--- config.mk ---
export PLATFORM = sky130hd
export DESIGN_NAME = pc_fetch_ctrl
export DESIGN_NICKNAME = d
export VERILOG_FILES = /design/src/rtl/pc_fetch_ctrl.sv
export SDC_FILE = /design/constraint.sdc
export NUM_CORES = 1
export LEC_CHECK = 0
export CORE_MARGIN = 5
export CORE_UTILIZATION = 25
export DETAILED_ROUTE_END_ITERATION = 8
export SLEW_MARGIN = 20
export SYNTH_ARGS = -nofsm -noshare
export SYNTH_HDL_FRONTEND = slang
export SYNTH_SLANG_ARGS = --single-unit
--- constraint.sdc ---
create_clock -name CLK -period 3.7 [get_ports CLK]
set_clock_uncertainty 0.15 [all_clocks]
set_input_delay 0.925 -clock CLK [delete_from_list [all_inputs] [get_ports CLK]]
set_output_delay 0.925 -clock CLK [all_outputs]
set_load 0.03 [all_outputs]
--- src/rtl/pc_fetch_ctrl.sv ---
// rtl/pc_fetch_ctrl.sv - instruction fetch controller driving an external PC register
// Optional exception redirect enabled by PC_FETCH_EXCEPTION_EN.
module pc_fetch_ctrl #(
    parameter int                  PC_WIDTH     = 32,
    parameter logic [PC_WIDTH-1:0] RESET_VECTOR = '0,
    parameter logic [PC_WIDTH-1:0] EXC_VECTOR   = 32'h0000_0180
) (
    input  logic                CLK,
    input  logic                RST,
    input  logic [PC_WIDTH-1:0] PC_OUT,
    output logic [PC_WIDTH-1:0] PC_NEXT,
    output logic                IMEM_REQ,
    output logic [PC_WIDTH-1:0] IMEM_ADDR,
    input  logic                IMEM_ACK,
    input  logic [31:0]         IMEM_RDATA,
    output logic [31:0]         INSTR,
    output logic [PC_WIDTH-1:0] INSTR_PC,
    output logic                INSTR_VALID,
    input  logic                STALL,
    input  logic                BR_TAKEN,
    input  logic [PC_WIDTH-1:0] BR_TARGET,
    input  logic                JUMP,
    input  logic [PC_WIDTH-1:0] JUMP_TARGET
`ifdef PC_FETCH_EXCEPTION_EN
    ,
    input  logic                EXC,
    input  logic [PC_WIDTH-1:0] EXC_PC,
    output logic [PC_WIDTH-1:0] EPC
`endif
);

    typedef enum logic [1:0] {IDLE, FETCH, VALID} state_t;

    state_t              state;
    logic                pend;
    logic [PC_WIDTH-1:0] pend_target;
    logic                redir;
    logic [PC_WIDTH-1:0] target_raw;
    logic [PC_WIDTH-1:0] target;

`ifndef PC_FETCH_EXCEPTION_EN
    logic unused_exc_vector;
    assign unused_exc_vector = ^EXC_VECTOR;
`endif

    always_comb begin
        redir      = BR_TAKEN | JUMP;
        target_raw = BR_TAKEN ? BR_TARGET : JUMP_TARGET;
`ifdef PC_FETCH_EXCEPTION_EN
        if (EXC) begin
            redir      = 1'b1;
            target_raw = EXC_VECTOR;
        end
`endif
        target = {target_raw[PC_WIDTH-1:2], 2'b00};
    end

    // Request decodes straight from state so an async reset drops it at once.
    assign IMEM_REQ  = (state == FETCH);
    assign IMEM_ADDR = IMEM_REQ ? PC_OUT : '0;

    always_comb begin
        PC_NEXT = PC_OUT;
        if (!RST) begin
            PC_NEXT = RESET_VECTOR;
        end else begin
            case (state)
                IDLE:    PC_NEXT = redir ? target : RESET_VECTOR;
                FETCH: begin
                    if (IMEM_ACK) begin
                        if (redir)     PC_NEXT = target;
                        else if (pend) PC_NEXT = pend_target;
                        else           PC_NEXT = PC_OUT + PC_WIDTH'(4);
                    end
                end
                VALID:   if (redir) PC_NEXT = target;
                default: PC_NEXT = RESET_VECTOR;
            endcase
        end
    end

    always_ff @(posedge CLK or negedge RST) begin
        if (!RST) begin
            state       <= IDLE;
            INSTR       <= '0;
            INSTR_PC    <= '0;
            INSTR_VALID <= 1'b0;
            pend        <= 1'b0;
            pend_target <= '0;
`ifdef PC_FETCH_EXCEPTION_EN
            EPC         <= '0;
`endif
        end else begin
`ifdef PC_FETCH_EXCEPTION_EN
            if (EXC) EPC <= EXC_PC;
`endif
            case (state)
                IDLE: begin
                    INSTR_VALID <= 1'b0;
                    state       <= FETCH;
                end
                FETCH: begin
                    if (IMEM_ACK) begin
                        pend <= 1'b0;
                        // Any redirect seen during this fetch makes the returned word stale.
                        if (!redir && !pend) begin
                            INSTR       <= IMEM_RDATA;
                            INSTR_PC    <= PC_OUT;
                            INSTR_VALID <= 1'b1;
                            state       <= VALID;
                        end
                    end else if (redir) begin
                        pend        <= 1'b1;
                        pend_target <= target;
                    end
                end
                VALID: begin
                    if (redir || !STALL) begin
                        INSTR_VALID <= 1'b0;
                        state       <= FETCH;
                    end
                end
                default: state <= IDLE;
            endcase
        end
    end

endmodule

== Word level (Yosys, flattened, before mapping) ==
Index checks and enable logic that the tools add are counted.
Storage, ports and cells
  register bits after elaboration: 98
  latch bits: 0
  bits in writable memories: 0
  memory bits (read-only): 0
  memories kept: 0
Cells by class
  add/sub/neg operators: 1
  multipliers: 0
  div/mod/pow operators: 0
  magnitude comparators: 0
  equal/unequal tests: 5
  shifts and indexed selects: 0
  muxes and demuxes: 19
  bitwise gates (word level): 2
  reduce and logical (&&, ||, !) cells: 13
Operator list (count)
  32-bit 2-to-1 mux: 8
  32-bit case mux with 3 select lines: 1
  32-bit by 3-bit adder with 32-bit output (second input constant): 1
  3-bit AND reduction: 3
  2-bit 2-to-1 mux: 3
  2-bit case mux with 3 select lines: 1
  1-bit 2-to-1 mux: 5
  2-bit by 1-bit inequality test with 1-bit output (second input constant): 2
  4-bit AND reduction: 1
  1-bit zero test: 3
  1-bit case mux with 3 select lines: 1
  3-bit nonzero test: 1
  2-bit by 1-bit == test with 1-bit output (second input constant): 1
  2-bit == test (second input constant): 1
  2-bit zero test: 1
  2-bit inequality test (second input constant): 1
  2-bit AND reduction: 1
  2-bit nonzero test: 1
  1-bit logical AND: 1
  1-bit logical OR: 1
  1-bit inverter: 1
  1-bit bitwise OR: 1

== Logic depth before layout (Yosys ltp) ==
Gate-level depths: netlist of run 1.
  word-level depth: 6
  gate-level depth with buffers: 9
  mapped depth without buffers: 7

== Least setup slack after synthesis of run 1 ==
Ideal clock, no wire load.
  path kind: input to output
  from: input JUMP
  to: output PC_NEXT[6]
  data arrival time: 2725 ps
  data required time: 2625 ps
  slack: -100 ps
  cell stages on the path: 8
  cell sequence: clkbuf_1 > nor2b_1 > buf_2 > clkbuf_1 > a22oi_1 > nand2_1 > a21oi_1 > o21ai_0
On the way
  word-level cells in the longest chain between the ends: 5
  elaborated cells between the ends (all ways): 7
  classes of those cells: mux (6); bitwise (1)
RTL lines
  from (decl): line 22  | input logic JUMP,
  1-bit bitwise OR (*): line 47  | redir = BR_TAKEN | JUMP;
  32-bit 2-to-1 mux: line 71  | if (redir) PC_NEXT = target;
  32-bit 2-to-1 mux: line 70  | if (IMEM_ACK) begin
  32-bit case mux with 3 select lines (*): line 67  | case (state)
  32-bit 2-to-1 mux (*): line 64  | if (!RST) begin
  to (decl): line 11  | output logic [PC_WIDTH-1:0] PC_NEXT,
Mark *: on every way between the ends. The rest lies on a longest branch, timed or not.

== Worst setup path in the final report of run 1 ==
  from: input PC_OUT[11]
  to: output PC_NEXT[19]
On the way
  word-level cells in the longest chain between the ends: 6
RTL lines
  from (decl): line 10  | input logic [PC_WIDTH-1:0] PC_OUT,
  32-bit by 3-bit adder with 32-bit output: line 73  | else PC_NEXT = PC_OUT + PC_WIDTH'(4);
  32-bit 2-to-1 mux: line 72  | else if (pend) PC_NEXT = pend_target;
  32-bit 2-to-1 mux: line 71
  32-bit 2-to-1 mux: line 70
  32-bit case mux with 3 select lines: line 67
  32-bit 2-to-1 mux: line 64
No other way between the ends.

==> results of run 1 <==
-- cells in the final DEF, fill, tap and decap left out, drive strengths merged, types with 18 or more instances in the layout --
cell,n
nand3,20
a31oi,24
and2,35
nand2,84
clkdlybuf4s50,162
nor2,42
o22ai,18
dfrtp,98
a22oi,32
o21ai,68
a21oi,41
buf,217
mux2,62
-- power by group --
part	internal, W	switching, W	leakage, nW
clock network	0.000553	0.000520	0.161
logic	0.00118	0.00138	3.40
registers	0.00138	0.000169	1.19
-- repair_timing --
| action | 4_1_cts | 5_1_grt |
|---|---|---|
| endpoints found under the setup margin | 30 | 21 |
| gates cloned | 0 | 1 |
| setup buffers | 5 | 5 |
| gates resized for setup | 111 | 50 |
| pin swaps | 23 | 25 |
-- per-layer routing --
layer,vias up,track usage,share of wire
li1,3474,-,-
met1,3663,0.239,0.41
met2,359,0.327,0.48
met5,-,0,0.00092
met3,63,0.0545,0.083
met4,6,0.0565,0.031
-- area by class of cell --
cell class	instances	area share
Inverter	11	0.00366
Antenna cell	1	0.000222
Clock inverter	7	0.00954
Sequential cell	98	0.218
Timing Repair Buffer	397	0.354
Multi-Input combinational cell	577	0.358
Clock buffer	9	0.0200
Tap cell	335	0.0372
-- cells by family after synthesis --
kind of cell	count (synthesis)	share of synthesized area
compound gates	254	0.248
xor+xnor	9	0.0118
fa+ha+maj	1	0.00187
buf+inv	90	0.0693
flops	98	0.367
mux	65	0.109
simple gates	248	0.193
-- flip-flops by register name, indices dropped and copies added (netlist names) --
signal,flops
INSTR,32
pend,1
INSTR_VALID,1
pend_target,30
INSTR_PC,32
state,2
-- critical path, cell delays in order --
cell and delay, ns:
buf_8 0.08, nand3_4 0.08, or4_4 0.61, or4_4 0.44
a21oi_2 0.15, o211a_1 0.20, buf_12 0.14
-- worst min path at each step --
stage                           to  slack (ns)
floorplan           pend_target[4]        0.29
global placement    pend_target[4]        0.31
detailed placement  pend_target[4]        0.31
CTS                 pend_target[9]        0.23
global route                  pend        0.24
finish              pend_target[9]        0.24
-- metrics by stage --
stage               total power, W  setup WS (ns)
finish                     0.00519        0.00473
global route               0.00545        -0.0368
CTS                        0.00523        -0.0540
detailed placement         0.00412         -0.695
global placement           0.00408         -0.662
floorplan                  0.00286        0.00780
==> flow_metrics.env, run 1 <==
export IMPL_synthToLayoutAreaGrowth_pct=68.7
export IMPL_placed_cells=1407
export IMPL_setup_viol=0
export IMPL_cts_path_max_buffers=2
export IMPL_clock_sinks=98
export IMPL_via_per_inst=5.27
export IMPL_critical_path_max_fanout=5
export IMPL_finish_utilization=0.430
export IMPL_wirelength_mm=30.3
export IMPL_grt_overflow_total=0
export IMPL_setup_tns_final_ns=0
export IMPL_num_rows=59
export IMPL_clock_latency_ns=0.36
export IMPL_postSynthCellCount=765
export IMPL_numCtsBuffers=9
export IMPL_crit_start="PC_OUT[11]"
export IMPL_dr_pass1_iters=8
export IMPL_synth_area_leaders="dfrtp_1 (37%), mux2_2 (10%), o21ai_0 (5.0%), nand2_1 (4.7%), a22oi_1 (3.6%)"
export IMPL_final_cells=1435
export IMPL_die_x_um=173
export IMPL_die_y_um=173
export IMPL_clock_fmax_mhz=271
export IMPL_hold_viol=0
export IMPL_grt_use_total=0.193
export IMPL_avgSynthCellArea_um2=8.73
export IMPL_cts_max_level=3
export IMPL_vias=7565
export IMPL_holdBufCountCts=0
export IMPL_wl_per_cell_um=21.1
export IMPL_peakVddDrop_mv=0.292
export IMPL_r2r_start="state[1]"
export IMPL_regArea_um2=2450
export IMPL_r2r_end="pend_target[22]"
export IMPL_drc=0
export IMPL_drv_cap=0
export IMPL_drtIter0Drc=586
export IMPL_fin_crit_sh=0.999
export IMPL_grt_max_degree=68
export IMPL_critical_path_class="input port to output port"
export IMPL_stdcell_area_um2=11300
export IMPL_ys_warnings_count=0
export IMPL_synthTopCellsByCount="dfrtp_1 (98), nand2_1 (84), o21ai_0 (67), mux2_2 (62), clkbuf_1 (47)"
export IMPL_cts_tree="built"
export IMPL_synthMostInstantiatedCell="dfrtp_1"
export IMPL_core_area_um2=26200
export IMPL_synth_flop_cell="dfrtp_1"
export IMPL_r2r_cells=9
export IMPL_dieArea_um2=30100
export IMPL_nFillCells=2576
export IMPL_worstHoldPathType="input port to async pin"
export IMPL_synth_edf_count=0
export IMPL_detail_route_antenna_nets=0
export IMPL_drive_gt1_frac=0.325
export IMPL_grt_pass1_wl_mm=45.9
export IMPL_gp_congestion=0.923
export IMPL_syn_nets=900
export IMPL_leakagePower_nw=4.74
export IMPL_multiInputGateArea_um2=4040
export IMPL_outcome="finished clean"
export IMPL_synth_async_sr_flop_share=1.00
export IMPL_hold_slack_ns=0.241
export IMPL_place_area_um2=10600
export IMPL_rsz0062_at_grt="true"
export IMPL_p_per_area_nw_per_um2=460
export IMPL_grt_pass1_vias=7733
export IMPL_final_max_slew_viol_count=0
export IMPL_yosys_area_top_type="dfrtp_1"
export IMPL_endpoint="PC_NEXT[19]"
export IMPL_ys_ff_latch=98
export IMPL_crit_required_ns=2.62
export IMPL_worst_pin_slew_ns=0.891
export IMPL_synth_cell_type_count=70
export IMPL_ff2ff_setup_slack_ns=0.91
export IMPL_ios=264
export IMPL_cp_arrival_ns=2.62
export IMPL_endpoint_kind="output port"
export IMPL_slew_headroom=0.404
export IMPL_antenna_found_initial=4
export IMPL_dpl_hpwl_mm=22.8
export IMPL_clk_pin_slew_ns=0.08
export IMPL_layout_nets=1229
export IMPL_start_kind="input port"
export IMPL_root_buffer="clkbuf_16"
export IMPL_port_buffers=259
export IMPL_initial_core_util=0.255
export IMPL_layout_min_cycle_time_ns=3.70
export IMPL_synth_cell_area_um2=6680
export IMPL_synth_top_area_share=0.367
export IMPL_yosysSeqAreaShare=0.367
(Power assumes the default switching activity.)
==> run 2: changes to the inputs <==
- ABC_AREA: default -> 1
==> flow_metrics.env, run 2 <==
export IMPL_via_per_inst=4.64
export IMPL_dieArea_um2=29500
export IMPL_synth_edf_count=0
export IMPL_numCtsBuffers=9
export IMPL_antenna_found_initial=1
export IMPL_grt_pass1_wl_mm=41.5
export IMPL_start_kind="input port"
export IMPL_critical_path_max_stage_delay_ns=0.51
export IMPL_p_per_area_nw_per_um2=651
export IMPL_ios=264
export IMPL_grt_use_total=0.179
export IMPL_worstHoldPathType="flip-flop to flip-flop"
export IMPL_grt_max_degree=66
export IMPL_final_cell_mix="nand2_1 (248), clkdlybuf4s50_1 (185), buf_4 (138)"
export IMPL_drv_cap=0
export IMPL_synthTopCellsByCount="nand2_1 (260), nor2_1 (124), a21oi_1 (99), inv_1 (99), dfrtp_1 (98)"
export IMPL_wl_per_cell_um=16.4
export IMPL_crit_required_ns=2.62
export IMPL_synth_cell_area_um2=6530
export IMPL_synth_area_leaders="dfrtp_1 (38%), nand2_1 (15%), a21oi_1 (7.6%), nor2_1 (7.1%), inv_1 (5.7%)"
export IMPL_cts_max_level=3
export IMPL_drtIter0Drc=620
export IMPL_yosys_area_share_adder=0.00191
export IMPL_final_cells=1662
export IMPL_synthSimpleGateAreaFrac=0.267
export IMPL_placed_cells=1636
export IMPL_finish_utilization=0.431
export IMPL_die_y_um=172
export IMPL_holdBufCountCts=0
export IMPL_fin_crit_sh=0.974
export IMPL_clock_fmax_mhz=278
export IMPL_drive_gt1_frac=0.230
export IMPL_yosys_mux_area_fraction=0.0567
export IMPL_peakVddDrop_mv=0.405
export IMPL_cts_path_max_buffers=2
export IMPL_synth_compound_area_share=0.196
export IMPL_clk_pin_slew_ns=0.07
export IMPL_setup_viol=0
export IMPL_hp_start="INSTR_PC[9]"
export IMPL_final_max_slew_viol_count=0
export IMPL_gp_congestion=0.942
export IMPL_port_buffers=259
export IMPL_synth_flop_cell="dfrtp_1"
export IMPL_layout_nets=1454
export IMPL_clock_sinks=98
export IMPL_outcome="finished clean"
export IMPL_wirelength_mm=27.2
export IMPL_yosysSeqAreaShare=0.375
export IMPL_ys_warnings_count=0
export IMPL_grt_overflow_total=0
export IMPL_layout_min_cycle_time_ns=3.60
export IMPL_detail_route_antenna_nets=0
export IMPL_yosys_area_top_type="dfrtp_1"
export IMPL_r2r_start="state[1]"
export IMPL_critical_path_class="input port to output port"
export IMPL_root_buffer="clkbuf_16"
export IMPL_critical_path_cell_chain="clkdlybuf4s50_1, inv_2, nor2_4, buf_4, o21ai_1, a21oi_2, buf_4, buf_12"
export IMPL_leakagePower_nw=5.24
export IMPL_place_area_um2=10700
export IMPL_critical_path_max_fanout=10
export IMPL_vias=7707
export IMPL_initial_core_util=0.252
export IMPL_worst_pin_slew_ns=0.844
export IMPL_layout_commonest_cell="nand2_1"
export IMPL_synth_cell_type_count=29
export IMPL_grt_pass1_vias=7526
export IMPL_crit_path_frequent_cell="buf_4"
export IMPL_crit_buf_inv=5
export IMPL_clock_latency_ns=0.36
export IMPL_syn_nets=1097
export IMPL_slowest_stage="clkdlybuf4s50_1"
export IMPL_drc=0
export IMPL_synth_async_sr_flop_share=1.00
export IMPL_endpoint_kind="output port"
export IMPL_dpl_hpwl_mm=21.7
export IMPL_die_x_um=172
export IMPL_slew_headroom=0.437
export IMPL_crit_start="IMEM_ACK"
export IMPL_synth_top_area_share=0.375
export IMPL_synthToLayoutAreaGrowth_pct=70.8
export IMPL_avgSynthCellArea_um2=6.79
export IMPL_nFillCells=2641
export IMPL_reg_largest_list="INSTR: 32 flops, INSTR_PC: 32 flops, pend_target: 30 flops"
export IMPL_synthMostInstantiatedCell="nand2_1"
export IMPL_postSynthCellCount=962
export IMPL_critPathTopFamily="buffers and inverters"
export IMPL_hold_viol=0
export IMPL_cp_arrival_ns=2.53
export IMPL_synth_xor_area_share=0.00134
export IMPL_synth_top_family_by_area="simple AND/OR/NAND/NOR gates"
export IMPL_dr_pass1_iters=7
export IMPL_stdcell_area_um2=11200
export IMPL_core_area_um2=25900
export IMPL_ys_ff_latch=98
export IMPL_cts_tree="built"
export IMPL_num_rows=59
## run 2: final timing paths
kind | end | slack [ns] | cells after the start
max | PC_NEXT[13] | 0.1 | 8
min | INSTR_PC[9] | 0.33 | 2
max reg2reg | INSTR_PC[22] | 1.28 | 8
min reg2reg | INSTR_PC[9] | 0.33 | 2
max in group asynchronous | INSTR_PC[20] | 1.71 | 3
min in group asynchronous | INSTR_VALID | 0.46 | 2
## run 2: worst min-delay path, cell delays in order (launching register included)
cell	delay, ns
dfrtp_1	0.34
nand2_1	0.05
o21ai_0	0.06
## run 2: power breakdown
part           switching [W]  total [W]  internal (W)
Sequential          0.000214    0.00179       0.00157
Combinational        0.00258    0.00447       0.00190
Clock               0.000463   0.000999      0.000536
Total                0.00325    0.00726       0.00401
## run 2: through the flow
stage / hold WS [ns] / total power, W / worst slack [ns] / setup TNS, ns
finish: 0.334 / 0.00726 / 0.0970 / 0
detailed placement: 0.323 / 0.00626 / -0.443 / -9.45
global route: 0.349 / 0.00770 / -0.0208 / -0.0237
floorplan: 0.324 / 0.00413 / 0.242 / 0
CTS: 0.340 / 0.00730 / 0.00484 / 0
global placement: 0.315 / 0.00620 / -0.471 / -9.30
## run 2: final cells by class
type | instances | area (um^2) | share of cell area
Multi-Input combinational cell | 704 | 3630 | 0.325
Clock inverter | 6 | 75.1 | 0.00673
Clock buffer | 10 | 229 | 0.0205
Tap cell | 335 | 419 | 0.0376
Timing Repair Buffer | 400 | 3940 | 0.353
Antenna cell | 3 | 7.51 | 0.000673
Sequential cell | 98 | 2450 | 0.220
Inverter | 106 | 403 | 0.0361
## run 2: logic make-up after synthesis
logic type | after synthesis
AO/OA/AOI/OAI | 238
XOR/XNOR | 1
adder cells (fa/ha/maj) | 1
buffers and inverters | 160
flip-flops | 98
multiplexers | 33
AND/OR/NAND/NOR | 431
## run 2: layer usage
metal / global-route usage / wire length [um] / vias up
li1: - / - / 3833
met5: 0 / 0 / -
met3: 0.0264 / 1950 / 40
met1: 0.250 / 12200 / 3513
met2: 0.283 / 12200 / 321
met4: 0.0641 / 775 / 0
## run 2: repair_timing
action                     4_1_cts  5_1_grt
resized for setup               93       70
setup endpoints to repair       32       32
buffers inserted                 6        1
pin swaps                       25       20
==> run 3: changes to the inputs <==
- SKIP_CTS_REPAIR_TIMING: default -> 1
==> flow_metrics.env, run 3 (same netlist as run 2, synthesis figures left out) <==
export IMPL_wirelength_mm=27.2
export IMPL_gp_congestion=0.942
export IMPL_final_max_slew_viol_count=0
export IMPL_peakVddDrop_mv=0.405
export IMPL_num_rows=59
export IMPL_detail_route_antenna_nets=0
export IMPL_wl_per_cell_um=16.4
export IMPL_layout_nets=1452
export IMPL_root_buffer="clkbuf_16"
export IMPL_hold_path_depth=2
export IMPL_r2r_end="INSTR_PC[22]"
export IMPL_grt_use_total=0.178
export IMPL_cts_tree="built"
export IMPL_ios=264
export IMPL_start_kind="input port"
export IMPL_antenna_found_initial=3
export IMPL_setup_viol=0
export IMPL_slew_headroom=0.440
export IMPL_power_w=0.00725
export IMPL_worst_pin_slew_ns=0.840
export IMPL_reg_largest_list="INSTR: 32 flops, INSTR_PC: 32 flops, pend_target: 30 flops"
export IMPL_drv_cap=0
export IMPL_outcome="finished clean"
export IMPL_leakagePower_nw=5.40
export IMPL_critical_path_max_fanout=10
export IMPL_grt_max_degree=66
export IMPL_via_per_inst=4.60
export IMPL_p_per_area_nw_per_um2=645
export IMPL_core_area_um2=25900
export IMPL_dr_pass1_iters=8
export IMPL_critical_path_class="input port to output port"
export IMPL_port_buffers=259
export IMPL_grt_pass1_vias=7497
export IMPL_fin_crit_sh=0.981
export IMPL_clock_latency_ns=0.36
export IMPL_grt_pass1_wl_mm=41.2
export IMPL_dpl_hpwl_mm=21.7
export IMPL_grt_overflow_total=0
export IMPL_layout_min_cycle_time_ns=3.63
export IMPL_layout_commonest_cell="nand2_1"
export IMPL_crit_start="IMEM_ACK"
export IMPL_clock_sinks=98
export IMPL_clock_fmax_mhz=276
export IMPL_die_x_um=172
export IMPL_finish_utilization=0.434
export IMPL_endpoint_kind="output port"
export IMPL_setup_tns_final_ns=0
export IMPL_worstHoldPathType="flip-flop to flip-flop"
export IMPL_drtIter0Drc=701
export IMPL_endpoint="PC_NEXT[13]"
export IMPL_ff2ff_setup_slack_ns=1.29
export IMPL_vias=7629
export IMPL_clk_pin_slew_ns=0.08
export IMPL_rsz0062_at_grt="true"
export IMPL_dieArea_um2=29500
export IMPL_crit_required_ns=2.62
export IMPL_nFillCells=2620
export IMPL_drc=0
export IMPL_r2r_start="state[1]"
export IMPL_numCtsBuffers=9
export IMPL_final_cell_mix="nand2_1 (246), clkdlybuf4s50_1 (185), buf_4 (140)"
export IMPL_synthToLayoutAreaGrowth_pct=71.9
export IMPL_hold_viol=0
export IMPL_drive_gt1_frac=0.215
export IMPL_cts_path_max_buffers=2
export IMPL_cts_max_level=3
export IMPL_die_y_um=172
export IMPL_cp_arrival_ns=2.55
export IMPL_initial_core_util=0.252
export IMPL_r2r_cells=8
run 3: cell count changes in the layout (fill, tap and decap cells not counted), moves of 3 or more:
cell / before / now
a21oi_2: 16 / 13
a21oi_1: 83 / 86
clkbuf_2: 22 / 9
dlymetal6s2s_1: 0 / 20
dlygate4sd2_1: 6 / 0
run 3: area by class of cell:
cell class	instances	area [um^2]	area share
diodes	3	7.51	0.000668
clock buffers	10	229	0.0204
repair buffers	398	4040	0.359
flip-flops and latches	98	2450	0.218
well taps	335	419	0.0373
clock inverters	6	75.1	0.00668
inverters	106	403	0.0359
multi-input cells	704	3610	0.321
run 3: layer usage:
metal,GRT usage,up-vias,part of all wire,wire [um]
li1,-,3833,-,-
met1,0.247,3472,0.46,12500
met2,0.282,284,0.44,12100
met3,0.0264,40,0.067,1820
met4,0.0627,0,0.031,843
met5,0,-,0,0
run 3: worst min path at each step:
stage,start,end,slack (ns)
2_1_floorplan,pend_target[6],pend_target[6],0.32
3_3_place_gp,INSTR_PC[20],INSTR_PC[20],0.32
3_5_place_dp,INSTR_PC[7],INSTR_PC[7],0.32
4_1_cts,INSTR_PC[17],INSTR_PC[17],0.34
5_1_grt,INSTR_PC[9],INSTR_PC[9],0.35
6_report,INSTR_PC[7],INSTR_PC[7],0.33
run 3: power breakdown:
group / switching [W] / internal [W] / total [W] / leakage [nW]
sequential: 0.000213 / 0.00157 / 0.00179 / 1.22
clock: 0.000457 / 0.000535 / 0.000992 / 0.145
combinational: 0.00257 / 0.00190 / 0.00447 / 4.04
run 3: metrics by stage:
step | setup WS [ns] | std cells | area, um^2 | hold slack [ns]
2_1_floorplan | 0.242 | 962 | 6530 | 0.324
3_3_place_gp | -0.471 | 1636 | 10700 | 0.315
3_5_place_dp | -0.443 | 1636 | 10700 | 0.323
4_1_cts | -0.464 | 1652 | 11000 | 0.340
5_1_grt | -0.0360 | 1660 | 11200 | 0.349
6_report | 0.0703 | 1660 | 11200 | 0.334
run 3: critical path, cell delays in order:
cell and delay [ns]:
clkdlybuf4s50_1 0.52, inv_2 0.15, nor2_4 0.22, buf_4 0.20, o21ai_1 0.09, a21oi_2 0.19, buf_4 0.16, buf_12 0.11
